**src/rtl/seq_alu.sv**
```systemverilog
// -----------------------------------------------------------------------------
// seq_alu -- sequential ALU with single-cycle logic/arith ops and an iterative
// shift-add multiplier.
//
// Parameters
//   WIDTH     operand/result width in bits (2..32)
//
// Ports
//   Clk       rising-edge clock
//   Rst_n     asynchronous active-low reset
//   Start     issue request; accepted on a rising edge while Busy=0
//   A, B      operands, sampled on the accept edge
//   Opcode    operation select, sampled on the accept edge
//   Busy      high while a multiply is in progress
//   Done      one-cycle pulse when Result and flags become valid
//   Result    registered result, held until the next Done
//   Zero, Carry, Negative, Overflow
//             registered flags, updated together with Result
// -----------------------------------------------------------------------------
module seq_alu #(
    parameter int WIDTH = 8
) (
    input  logic             Clk,
    input  logic             Rst_n,
    input  logic             Start,
    input  logic [WIDTH-1:0] A,
    input  logic [WIDTH-1:0] B,
    input  logic [3:0]       Opcode,
    output logic             Busy,
    output logic             Done,
    output logic [WIDTH-1:0] Result,
    output logic             Zero,
    output logic             Carry,
    output logic             Negative,
    output logic             Overflow
);

    localparam int MSB = WIDTH - 1;
    localparam int CW  = $clog2(WIDTH + 1);

    localparam logic [3:0] OP_ADD = 4'b0000;
    localparam logic [3:0] OP_SHL = 4'b0001;
    localparam logic [3:0] OP_SUB = 4'b0010;
    localparam logic [3:0] OP_SHR = 4'b0011;
    localparam logic [3:0] OP_MUL = 4'b0100;
    localparam logic [3:0] OP_AND = 4'b0101;
    localparam logic [3:0] OP_OR  = 4'b0110;
    localparam logic [3:0] OP_XOR = 4'b0111;

    typedef enum logic {
        IDLE,
        MUL
    } state_e;

    state_e state_q, state_d;

    logic [2*WIDTH-1:0] acc_q;     // running product
    logic [2*WIDTH-1:0] mcand_q;   // multiplicand, shifted left each step
    logic [WIDTH-1:0]   mplier_q;  // multiplier, shifted right each step
    logic [CW-1:0]      cnt_q;     // steps remaining

    logic [2*WIDTH-1:0] acc_step;
    logic               mul_last;
    logic               accept;

    // Single-cycle datapath
    logic [WIDTH:0]   sum;
    logic [WIDTH-1:0] sc_result;
    logic             sc_carry;
    logic             sc_ovf;

    assign accept = Start && (state_q == IDLE);
    assign Busy   = (state_q == MUL);

    // NOTE: every signal driven here gets a default first so no path can
    // leave it unassigned and infer a latch.
    always_comb begin
        sum       = '0;
        sc_result = '0;
        sc_carry  = 1'b0;
        sc_ovf    = 1'b0;
        case (Opcode)
            OP_ADD: begin
                sum       = {1'b0, A} + {1'b0, B};
                sc_result = sum[WIDTH-1:0];
                sc_carry  = sum[WIDTH];
                sc_ovf    = (A[MSB] == B[MSB]) && (sum[MSB] != A[MSB]);
            end
            OP_SUB: begin
                // Carry-out of A + ~B + 1 is the "no borrow" flag (A >= B).
                sum       = {1'b0, A} + {1'b0, ~B} + (WIDTH+1)'(1);
                sc_result = sum[WIDTH-1:0];
                sc_carry  = sum[WIDTH];
                sc_ovf    = (A[MSB] != B[MSB]) && (sum[MSB] != A[MSB]);
            end
            OP_SHL: begin
                sc_result = B << 1;
                sc_carry  = B[MSB];
            end
            OP_SHR: begin
                sc_result = B >> 1;
                sc_carry  = B[0];
            end
            OP_AND:  sc_result = A & B;
            OP_OR:   sc_result = A | B;
            OP_XOR:  sc_result = A ^ B;
            default: sc_result = '0;   // undefined opcodes: zero result, Z=1 only
        endcase
    end

    // One partial-product step: add the shifted multiplicand when the
    // current multiplier LSB is set.
    assign acc_step = mplier_q[0] ? (acc_q + mcand_q) : acc_q;

    always_comb begin
        state_d  = state_q;
        mul_last = 1'b0;
        case (state_q)
            IDLE: if (Start && (Opcode == OP_MUL)) state_d = MUL;
            MUL: begin
                if (cnt_q == CW'(1)) begin
                    state_d  = IDLE;
                    mul_last = 1'b1;
                end
            end
            default: state_d = IDLE;
        endcase
    end

    // NOTE: sequential state uses non-blocking assignments so every register
    // samples pre-edge values regardless of statement order.
    always_ff @(posedge Clk or negedge Rst_n) begin
        if (!Rst_n) state_q <= IDLE;
        else        state_q <= state_d;
    end

    always_ff @(posedge Clk or negedge Rst_n) begin
        if (!Rst_n) begin
            Done     <= 1'b0;
            Result   <= '0;
            Zero     <= 1'b0;
            Carry    <= 1'b0;
            Negative <= 1'b0;
            Overflow <= 1'b0;
            acc_q    <= '0;
            mcand_q  <= '0;
            mplier_q <= '0;
            cnt_q    <= '0;
        end else begin
            Done <= 1'b0;
            if (accept) begin
                if (Opcode == OP_MUL) begin
                    acc_q    <= '0;
                    mcand_q  <= {{WIDTH{1'b0}}, A};
                    mplier_q <= B;
                    cnt_q    <= CW'(WIDTH);
                end else begin
                    Done     <= 1'b1;
                    Result   <= sc_result;
                    Zero     <= (sc_result == '0);
                    Carry    <= sc_carry;
                    Negative <= sc_result[MSB];
                    Overflow <= sc_ovf;
                end
            end else if (state_q == MUL) begin
                acc_q    <= acc_step;
                mcand_q  <= mcand_q << 1;
                mplier_q <= mplier_q >> 1;
                cnt_q    <= cnt_q - CW'(1);
                if (mul_last) begin
                    Done     <= 1'b1;
                    Result   <= acc_step[WIDTH-1:0];
                    Zero     <= (acc_step[WIDTH-1:0] == '0);
                    Carry    <= |acc_step[2*WIDTH-1:WIDTH];
                    Negative <= acc_step[MSB];
                    Overflow <= 1'b0;
                end
            end
        end
    end

endmodule

```
**config.mk**
```make
export PLATFORM = sky130hd
export DESIGN_NAME = seq_alu
export DESIGN_NICKNAME = d
export VERILOG_FILES = /design/src/rtl/seq_alu.sv
export SDC_FILE = /design/constraint.sdc
export NUM_CORES = 1
export LEC_CHECK = 0
export CAP_MARGIN = 5
export CORE_MARGIN = 4
export CORE_UTILIZATION = 64
export DETAILED_ROUTE_END_ITERATION = 8
export DONT_BUFFER_PORTS = 1
export PLACE_DENSITY = 0.92
export SYNTH_ARGS = -nofsm -noshare
export SYNTH_HDL_FRONTEND = slang
export SYNTH_SLANG_ARGS = --single-unit
```
**constraint.sdc**
```tcl
create_clock -name Clk -period 2.92 [get_ports Clk]
set_input_delay 0.584 -clock Clk [delete_from_list [all_inputs] [get_ports Clk]]
set_output_delay 0.584 -clock Clk [all_outputs]
set_load 0.01 [all_outputs]
```
== Word level (Yosys, flattened, before mapping) ==
Index checks and enable logic that the tools add are counted.
Storage, ports and cells
  memories kept: 0
  bits of input ports: 23
  ROM bits: 0
  memory bits (writable): 0
  flip-flop bits (word level): 58
  latch bits: 0
  output and inout port bits: 14
Cells by class
  multiplexer cells: 45
  multiply operators: 0
  bitwise gates (word level): 5
  order comparisons: 0
  divide/modulo/power cells: 0
  eq/ne operators: 14
  shift operators: 0
  reductions and logical operators: 12
  add/sub/neg operators: 5
Operators with widths (count)
  16-bit two-way mux: 7
  8-bit two-way mux: 7
  8-bit case mux with 7 select lines: 1
  1-bit two-way mux: 24
  8-bit by 8-bit adder with 9-bit output: 2
  16-bit adder: 1
  4-bit by 3-bit == test with 1-bit output (second input constant): 4
  8-bit logical NOT: 2
  4-bit two-way mux: 3
  9-bit by 1-bit adder with 9-bit output (second input constant): 1
  8-bit AND: 1
  4-bit by 1-bit == test with 1-bit output (second input constant): 2
  4-bit by 2-bit == test with 1-bit output (second input constant): 2
  8-bit NOT: 1
  8-bit OR: 1
  8-bit OR reduction: 1
  8-bit bitwise XOR: 1
  1-bit logical AND: 4
  4-bit logical NOT: 1
  1-bit case mux with 2 select lines: 2
  1-bit case mux with 4 select lines: 1
  2-bit nonzero test: 2
  4-bit by 1-bit subtractor with 4-bit output (second input constant): 1
  1-bit inequality test: 3
  other kinds (6): 6

== Depth between registers and ports, before layout ==
Gate-level depths: netlist of run 1.
  word-level depth: 8
  mapped depth: 11

== Worst setup path before layout of run 1 ==
Ideal clock, no wire load.
  path kind: input to register
  from: input port A[3]
  to: register Result[7]
  arrival time: 2449 ps
  stages on the path: 10
  setup slack: 325 ps
  buffers on the path: 1
  data required time: 2774 ps
  cell sequence: inv_1 -> ha_1 -> buf_2 -> and3_1 -> a221o_1 -> o41ai_2 -> mux2i_1 -> xnor2_1 -> a221oi_1 -> o221ai_1
Between the ends
  cells in the longest elaborated chain, start to end: 5
  elaborated cells on any way between the ends: 6
  those cells by class: add/sub (3); mux (3)
RTL lines
  start: declaration: line 26  | input logic [WIDTH-1:0] A,
  8-bit by 8-bit adder with 9-bit output: line 91  | sum = {1'b0, A} + {1'b0, ~B} + (WIDTH+1)'(1);
  9-bit by 1-bit adder with 9-bit output: line 91
  8-bit case mux with 7 select lines *: line 82  | case (Opcode)
  8-bit two-way mux *: line 152  | if (Opcode == OP_MUL) begin
  8-bit two-way mux *: line 151  | if (accept) begin
  end signal: assignment: line 159  | Result <= sc_result;
  end signal: assignment: line 172  | Result <= acc_step[WIDTH-1:0];
  end: declaration: line 31  | output logic [WIDTH-1:0] Result,
Every way passes the cells marked *; elsewhere a longest branch is shown, timed or not. The select of a mux whose other input is x is not followed.
A chain may end at the register's enable or synchronous reset.

== Worst setup path after layout of run 1 ==
  from: register acc_q[0]
  to: register Carry
Between the ends
  cells in the longest elaborated chain, start to end: 6
RTL lines
  start: declaration: line 57  | logic [2*WIDTH-1:0] acc_q;
  start signal: assignment: line 166  | acc_q <= acc_step;
  16-bit adder: line 113  | assign acc_step = mplier_q[0] ? (acc_q + mcand_q) : acc_q;
  16-bit two-way mux: line 113
  8-bit OR reduction: line 174  | Carry <= |acc_step[2*WIDTH-1:WIDTH];
  1-bit two-way mux: line 170  | if (mul_last) begin
  1-bit two-way mux: line 165  | end else if (state_q == MUL) begin
  1-bit two-way mux: line 151
  end signal: assignment: line 161  | Carry <= sc_carry;
  end signal: assignment: line 174
  end: declaration: line 33  | output logic Carry,
Every way passes these cells. The select of a mux whose other input is x is not followed.

==> results.md, run 1 <==
- Run status: complete, no violations
- Fmax achieved: 0.3581 GHz
- First-pass GRT wire length: 21090 um
- # DRC: 0
- RSZ-0062 raised after global routing: false
- Core area: 0.006907 mm2
- CP max FO: 3
- CTS max path bufs: 2
- CTS Sinks: 57
- Max IR drop VDD: 0.0006127 V
- Clock Tree Root: clkbuf_8
- Filler instances: 540
- Mapped Nets: 606
- DR vias/cell: 6.721
- Area contributors post-synth: dfrtp_1 (31%), ha_1 (11%), mux2i_1 (6.1%), nand2_1 (5.9%), o21ai_0 (5.7%)
- Initial Util: 66.85%
- DR iter-0 viols: 430
- Worst Setup Start Kind: register
- Critical path capture point type: register
- Initial antenna violation count: 0
- Routability cong.: 0.9504
- Final Util: 72.48%
- Via Count: 4335
- Vias in the first global route: 4250
- Final setup vio count: 0
- Worst-margin pin slew: 0.6759 ns
- CP startpoint: acc_q[0]
- Static leakage: 0.002350 uW
- Commonest non-fill, non-tap cell in the layout: nand2_1
- GR Overflow Total: 0
- Share of the synthesized area in the top cell type: 30.89%
- Fin crit share: 95.64%
- Multi-input logic area: 0.002989 mm2
- Mean Syn Cell Area: 8.566 um2
- Overall routed net length: 12910 um
- IO Pins: 37
- WP depth: 10
- # diodes: 0
- Fin. max-slew vios: 0
- Sequential-to-total area share from yosys stat: 30.89%
- Mapped Area: 0.004617 mm2
- Ys async rst share: 100.0%
- I/O Buffers: 0
- DRT antenna net count: 0
- Largest net degree at the start of global routing: 58
- Worst Path Required: 3.13 ns
- CP bufs+invs: 0
- Post-DP HPWL: 9405 um
- Setup slack after placement: -0.08045 ns
- Final Critical Period: 2.793 ns
- Gr usage total: 31.09%
- Worst path max stage delay: 0.40 ns
- Power per cell area: 854.5 mW/mm2
- Die Y: 92.94 um
- Synth unique cells: 71
- Num CTS Buffers: 9
- Max-cap viol count: 0
- Die ar.: 0.008637 mm2
- EDFF count, synth: 0
- H-tree depth reported by CTS: 3
- Die Width: 92.94 um
- CP Cell Sequence: ha_1 > fa_2 > a21oi_2 > o211ai_2 > a31oi_4 > o221ai_1 > xor2_1 > mux2_2 > nor4_2 > a31oi_1
- Final setup margin: 0.1274 ns
- Clock skew: 0.01242 ns
- CTS tree: yes
- Share of cells above drive strength 1: 10.75%
- FP Rows: 30
- Worst min-delay path class: in -> async
- YS warnings: 0
- Most frequent cells in the layout: nand2_1 (72), dfrtp_1 (57), o21ai_0 (53), ha_1 (41), nor2_1 (39)
- Yosys reg bits: 57
- Hold Fails Final Rpt: 0
- Slew headroom: 54.89%
- Top FF cell, synth: dfrtp_1
- Initial DRT Pass Iterations: 6
- Crit path DAT: 3.01 ns
- Final nets: 611
- DR WL/cell: 20.02 um
- Setup_tns: 0 ns
- Crit Path Category: reg -> reg
- Area growth, synth to finish: 8.428%
- Reg2reg path depth: 10
- Register area: 0.001426 mm2
- Cells after Synth: 539
- Worst-Skew Late Latency: 0.35 ns
- Crit Reg-Reg Startpoint: acc_q[0]
- Cell family with most CP delay: compound AO/OA/AOI/OAI gates
- Max stage delay cell, worst path: dfrtp_1
- Clock transition at the registers of the reported paths: 0.08 ns
- Area leader, netlist: dfrtp_1
[area by class of cell]
| type | instances | area share (%) |
|---|---|---|
| repair buffers | 20 | 3.399 |
| flip-flops and latches | 57 | 28.49 |
| multi-input cells | 428 | 59.71 |
| inverters | 28 | 2.099 |
| well taps | 96 | 2.399 |
| clock inverters | 6 | 1.150 |
| clock buffers | 10 | 2.749 |
[logic make-up after synthesis]
kind of cell,Yosys count,share of synthesized area [%]
adder cells (fa/ha/maj),44,12.41
XOR/XNOR,19,3.604
flip-flops,57,30.89
AND/OR/NAND/NOR,183,19.16
buffers and inverters,54,4.796
multiplexers,32,7.046
AO/OA/AOI/OAI,150,22.09
[power by group]
| group | internal, uW | leakage, uW | total, uW | switching (uW) |
|---|---|---|---|---|
| Sequential | 1090 | 0.000739 | 1410 | 317 |
| Combinational | 852 | 0.00151 | 2130 | 1280 |
| Clock | 410 | 0.000102 | 738 | 328 |
[path summary, 6_finish.rpt]
kind / to / slack, ns
max: Carry / 0.13
min: mplier_q[7] / 0.09
max reg2reg: Carry / 0.13
min reg2reg: mplier_q[3] / 0.49
max in group asynchronous: mplier_q[3] / 2.58
min in group Clk: Overflow / 0.44
[layer usage]
| metal | GRT usage, % | routed length, um | vias to the layer above |
|---|---|---|---|
| met5 | 0 | 0 | - |
| met4 | 9.280 | 315 | 0 |
| met3 | 9.748 | 1435 | 52 |
| met2 | 48.53 | 5992 | 243 |
| met1 | 41.39 | 5167 | 2088 |
| li1 | - | - | 1952 |
[worst reg2reg max path: stages (launching register included)]
cell and delay, ns:
dfrtp_1 0.40, ha_1 0.25, fa_2 0.40, a21oi_2 0.19, o211ai_2 0.15, a31oi_4 0.23, o221ai_1 0.20, xor2_1 0.18
mux2_2 0.29, nor4_2 0.26, a31oi_1 0.11
[metrics by stage]
| step | instances | power (uW) | hold slack, ns | instance area [um2] |
|---|---|---|---|---|
| global placement | 626 | 3284 | 0.2900 | 4753 |
| finish | 645 | 4277 | 0.09179 | 5006 |
| CTS | 643 | 4197 | 0.09614 | 4980 |
| floorplan | 539 | 2895 | 0.2884 | 4617 |
| global route | 645 | 4561 | 0.1077 | 5006 |
| detailed placement | 626 | 3410 | 0.2903 | 4753 |
[cell usage after synthesis (8+ instances only)]
cell type	n
and3_1	9
nand3_1	8
a21o_1	8
ha_1	41
nor2_1	40
dfrtp_1	57
xnor2_1	13
clkbuf_1	15
nor3_1	12
a21oi_1	20
o21ai_0	53
nand2_1	72
mux2i_1	28
inv_1	28
[sequential cells by signal (all words and copies together) (netlist names)]
signal / cells
Zero: 1
mcand_q: 16
acc_q: 16
cnt_q: 4
Busy: 1
Result: 8
Done: 1
Overflow: 1
Carry: 1
mplier_q: 8
[timing repair]
action,CTS,global route
hold buffers,1,0
buffers inserted,0,2
pin swaps,0,1
endpoints found under the setup margin,1,1
resized for setup,1,2
endpoints found under the hold margin,57,0
Note: power is estimated with default switching activity, not from simulation.
==> run 2: changes to the inputs <==
- CORE_UTILIZATION: 64 -> 35
- PLACE_DENSITY: 0.92 -> 0.61
- clock period: 2.92 -> 3.5 ns (I/O delays scaled with it)
==> results.md, run 2 (synthesis results as in run 1) <==
- DR vias/cell: 5.742 (was 6.721)
- Area growth, synth to finish: 9.377% (was 8.428%)
- Power per cell area: 728.9 mW/mm2 (was 854.5 mW/mm2)
- Max IR drop VDD: 0.0003530 V (was 0.0006127 V)
- Crit Path Category: reg -> reg (unchanged)
- Reg-to-reg endpoint: Carry (unchanged)
- Vias in the first global route: 4016 (was 4250)
- GR Overflow Total: 0 (unchanged)
- Worst-margin pin slew: 0.8887 ns (was 0.6759 ns)
- DR WL/cell: 18.32 um (was 20.02 um)
- First-pass GRT wire length: 21310 um (was 21090 um)
- Die ar.: 0.01509 mm2 (was 0.008637 mm2)
- Most used routing layer: met2 (unchanged)
- Final nets: 597 (was 611)
- Overall routed net length: 12920 um (was 12910 um)
- Grt met3 use: 6.129% (was 9.748%)
- Initial antenna violation count: 0 (unchanged)
- Via Count: 4048 (was 4335)
- Fin area: 0.005050 mm2 (was 0.005006 mm2)
- Gr usage total: 18.11% (was 31.09%)
- FP Rows: 41 (was 30)
- CTS max path bufs: 2 (unchanged)
- Setup_tns: 0 ns (unchanged)
- Die Width: 122.9 um (was 92.94 um)
- # DRC: 0 (unchanged)
- End point of the critical path: Carry (unchanged)
- Cts repair resizes: 0 (was 1)
- # diodes: 0 (unchanged)
- IO Pins: 37 (unchanged)
- Initial Util: 36.14% (was 66.85%)
- Clock Tree Root: clkbuf_16 (was clkbuf_8)
- Worst Setup Start Kind: register (unchanged)
- Core area: 0.01277 mm2 (was 0.006907 mm2)
- DR iter-0 viols: 385 (was 430)
- Hold_ws: 0.06652 ns (was 0.09179 ns)
- Met2 usage: 27.43% (was 48.53%)
- Die Y: 122.9 um (was 92.94 um)
- Worst-Skew Late Latency: 0.33 ns (was 0.35 ns)
- Most frequent cells in the layout: nand2_1 (72), dfrtp_1 (57), o21ai_0 (53), ha_1 (41), nor2_1 (39) (unchanged)
- Num CTS Buffers: 9 (unchanged)
- Max-cap viol count: 0 (unchanged)
- Post-CTS Setup Bufs: 0 (unchanged)
- H-tree depth reported by CTS: 3 (unchanged)
- Placed instance area: 0.004766 mm2 (was 0.004753 mm2)
- Run status: complete, no violations (unchanged)
- CP max FO: 3 (unchanged)
- Crit path DAT: 3.03 ns (was 3.01 ns)
- Commonest non-fill, non-tap cell in the layout: nand2_1 (unchanged)
- RSZ-0062 raised after global routing: false (unchanged)
- Reg2reg path depth: 10 (unchanged)
- Cts hold-fix bufs: 0 (was 1)
- Final Util: 39.53% (was 72.48%)
- Slew headroom: 40.61% (was 54.89%)
- Met1 GRT Util: 24.55% (was 41.39%)
- Fin. max-slew vios: 0 (unchanged)
- Regs by FF count: acc_q x16, mcand_q x16 (unchanged)
- Fin crit share: 80.92% (was 95.64%)
- CTS tree: yes (unchanged)
- Initial DRT Pass Iterations: 5 (was 6)
- CTS Sinks: 57 (unchanged)
- Crit Reg-Reg Startpoint: acc_q[0] (unchanged)
- R2r setup slk: 0.67 ns (was 0.13 ns)
- Placed Cells: 691 (was 626)
- Worst Path Required: 3.70 ns (was 3.13 ns)
- Fin cells: 705 (was 645)
- Post-DP HPWL: 9650 um (was 9405 um)
- Worst min-delay path class: in -> async (unchanged)
- Fmax achieved: 0.3531 GHz (was 0.3581 GHz)
- Hold Fails Final Rpt: 0 (unchanged)
- Static leakage: 0.002316 uW (was 0.002350 uW)
- Routability cong.: 0.9318 (was 0.9504)
- Final Critical Period: 2.832 ns (was 2.793 ns)
- Final setup vio count: 0 (unchanged)
- DRT antenna net count: 0 (unchanged)
- I/O Buffers: 0 (unchanged)
- Clock transition at the registers of the reported paths: 0.05 ns (was 0.08 ns)
- Clock skew: 0.007382 ns (was 0.01242 ns)
- Critical path capture point type: register (unchanged)
- CP startpoint: acc_q[0] (unchanged)
- Share of cells above drive strength 1: 7.692% (was 10.75%)
- Largest net degree at the start of global routing: 58 (unchanged)
run 2: worst min path at each step:
stage / start / end / slack, ns / cells past startpoint
finish: Rst_n / mcand_q[13] / 0.07 / 0
CTS: Rst_n / acc_q[6] / 0.05 / 0
global placement: Rst_n / mcand_q[11] / 0.41 / 0
detailed placement: Rst_n / mcand_q[10] / 0.41 / 0
floorplan: Rst_n / Busy / 0.40 / 0
global route: Rst_n / mplier_q[6] / 0.04 / 0
run 2: report_power, final:
part	switching [uW]	internal (uW)	leakage [uW]
Clock	297	557	0.000144
Sequential	312	912	0.000739
Combinational	927	676	0.00143
Total	1540	2140	0.00232
run 2: cell type report:
| class | instances | area (um2) |
|---|---|---|
| fillers | 1269 | 7724 |
| multi-input cells | 428 | 2974 |
| flip-flops and latches | 57 | 1426 |
| clock buffers | 10 | 239.0 |
| well taps | 172 | 215.2 |
| inverters | 28 | 105.1 |
| clock inverters | 4 | 45.04 |
| repair buffers | 6 | 45.04 |
run 2: per-layer routing:
metal	part of all wire, %	wire length (um)
met5	0	0
met3	8.1	1047
met4	2.5	323
met1	45	5782
met2	45	5761
run 2: critical path: stages, from the launching register on:
cell and delay (ns):
dfrtp_1 0.39, ha_1 0.23, fa_1 0.43, a21oi_1 0.24, o211ai_2 0.18, a31oi_2 0.25, o221ai_1 0.17, xor2_1 0.16
mux2_2 0.29, nor4_2 0.24, a31oi_1 0.12
run 2: through the flow:
step	total power (uW)	setup slack (ns)
after global routing	3992	0.5102
after floorplan	2416	0.7893
after detailed placement	2832	0.5460
after global placement	2789	0.6240
after CTS	3699	0.6746
final	3681	0.6679
==> run 3: changes to the inputs <==
- PLACE_DENSITY: 0.61 -> 0.63
- clock period: 3.5 -> 2.5 ns (I/O delays scaled with it)
==> results.md, run 3 (synthesis results as in run 1) <==
- Clock skew: 0.006125 ns (was 0.007382 ns)
- Slew headroom: 41.89% (was 40.61%)
- Fin area: 0.005569 mm2 (was 0.005050 mm2)
- Regs by FF count: acc_q x16, mcand_q x16 (unchanged)
- CTS tree: yes (unchanged)
- Met2 wire length: 6109 um (was 5761 um)
- Routability cong.: 0.9046 (was 0.9318)
- # diodes: 0 (unchanged)
- Hold_ws: 0.02507 ns (was 0.06652 ns)
- CP startpoint: acc_q[3] (was acc_q[0])
- DR vias/cell: 5.604 (was 5.742)
- Share of cells above drive strength 1: 18.61% (was 7.692%)
- Met3 Wirelength: 990 um (was 1047 um)
- DR WL/cell: 18.22 um (was 18.32 um)
- Worst min-delay path class: in -> async (unchanged)
- Power per cell area: 1001 mW/mm2 (was 728.9 mW/mm2)
- Filler instances: 1266 (was 1269)
- Vias in the first global route: 4238 (was 4016)
- Worst Path Required: 2.70 ns (was 3.70 ns)
- H-tree depth reported by CTS: 3 (unchanged)
- FP Rows: 41 (unchanged)
- Overall routed net length: 13900 um (was 12920 um)
- DR iter-0 viols: 383 (was 385)
- Worst Setup Start Kind: register (unchanged)
- Crit path DAT: 2.73 ns (was 3.03 ns)
- Critical path capture point type: register (unchanged)
- IO Pins: 37 (unchanged)
- Fin. max-slew vios: 0 (unchanged)
- GR Overflow Total: 0 (unchanged)
- Crit Path Category: reg -> reg (unchanged)
- Core area: 0.01277 mm2 (unchanged)
- Fin cells: 763 (was 705)
- Final nets: 653 (was 597)
- Met1 wire length: 6492 um (was 5782 um)
- Power Total: 5575 uW (was 3681 uW)
- First-pass GRT wire length: 22650 um (was 21310 um)
- CTS Sinks: 57 (unchanged)
- Max IR drop VDD: 0.0006146 V (was 0.0003530 V)
- # DRC: 0 (unchanged)
- Worst-margin pin slew: 0.8706 ns (was 0.8887 ns)
- Final setup margin: -0.02370 ns (was 0.6679 ns)
- Initial Util: 36.14% (unchanged)
- Num CTS Buffers: 9 (unchanged)
- Max-cap viol count: 0 (unchanged)
- Run status: finished, violations left (was complete, no violations)
- Fmax achieved: 0.3962 GHz (was 0.3531 GHz)
- Gr usage total: 19.53% (was 18.11%)
- Largest net degree at the start of global routing: 58 (unchanged)
- Placed instance area: 0.005169 mm2 (was 0.004766 mm2)
- Initial DRT Pass Iterations: 5 (unchanged)
- Max Used Layer: met4 (unchanged)
- RSZ-0062 raised after global routing: true (was false)
- DRT antenna net count: 0 (unchanged)
- Failing checks: negative setup slack
- Post-DP HPWL: 10560 um (was 9650 um)
- Static leakage: 0.002595 uW (was 0.002316 uW)
- CTS max path bufs: 2 (unchanged)
- Most frequent cells in the layout: nand2_1 (72), buf_4 (61), dfrtp_1 (57), o21ai_0 (52), nor2_1 (39) (was nand2_1 (72), dfrtp_1 (57), o21ai_0 (53), ha_1 (41), nor2_1 (39))
- I/O Buffers: 0 (unchanged)
- Clock transition at the registers of the reported paths: 0.05 ns (about the same)
- Crit Reg-Reg Startpoint: acc_q[3] (was acc_q[0])
- Die ar.: 0.01509 mm2 (unchanged)
- Setup slack after placement: -0.2553 ns (was 0.5460 ns)
- CP max FO: 4 (was 3)
- Clock Tree Root: clkbuf_16 (unchanged)
- Final Critical Period: 2.524 ns (was 2.832 ns)
- Worst-Skew Late Latency: 0.33 ns (about the same)
- Die Width: 122.9 um (unchanged)
- Placed Cells: 743 (was 691)
- Via Count: 4276 (was 4048)
- Commonest non-fill, non-tap cell in the layout: nand2_1 (unchanged)
- Die Y: 122.9 um (unchanged)
- Initial antenna violation count: 0 (unchanged)
- Final setup vio count: 1 (was 0)
- Area growth, synth to finish: 20.62% (was 9.377%)
- Fin crit share: 100.9% (was 80.92%)
- Hold Fails Final Rpt: 0 (unchanged)
-- run 3: stage by stage --
stage | TNS (ns) | utilization (%)
floorplan | -0.001213 | -
global placement | -0.8257 | 40.46
detailed placement | -0.8531 | 40.46
CTS | -0.001518 | 43.29
global route | -0.1990 | 43.60
finish | -0.02370 | 43.60
-- run 3: final timing paths --
path	cells past startpoint	end	slack (ns)
setup / recovery	9	Carry	-0.02
hold / removal	1	acc_q[9]	0.03
setup reg to reg	9	Carry	-0.02
hold reg to reg	2	mplier_q[6]	0.48
max in group asynchronous	1	Done	2.20
min in group Clk	2	mcand_q[5]	0.38
-- run 3: repair_timing --
| item | 4_1_cts | 5_1_grt |
|---|---|---|
| resized for setup | 8 | 6 |
| pin swaps | 8 | 0 |
| buffers inserted | 3 | 0 |
| hold endpoints to repair | 57 | 0 |
| hold buffers | 1 | 0 |
| endpoints found under the setup margin | 2 | 6 |
-- run 3: report_power, final --
group          total, uW  switching, uW  leakage, uW  internal (uW)
Combinational       2830           1510      0.00173           1320
Clock               1090            429     0.000128            661
Sequential          1660            380     0.000739           1280
-- run 3: routing by layer --
metal  track usage (%)  vias to the layer above
li1                  -                     2044
met1             26.98                     2050
met2             29.24                      154
met3             5.714                       28
met4             6.438                        0
met5                 0                        -
-- run 3: area by class of cell --
type                            count  area [um2]  area share [%]
Inverter                           28       105.1           1.887
Timing Repair Buffer               62       485.5           8.717
Tap cell                          172       215.2           3.864
Clock inverter                      6       35.03          0.6291
Clock buffer                       10       229.0           4.111
Multi-Input combinational cell    428        3073           55.18
Sequential cell                    57        1426           25.61
-- run 3: critical path, stage by stage (launching register included) --
cell	delay, ns
dfrtp_1	0.39
ha_1	0.35
nand2_1	0.12
nor3b_2	0.06
o21a_1	0.24
o41a_1	0.46
xnor2_1	0.14
mux2_4	0.27
nor4_2	0.26
a31oi_1	0.11
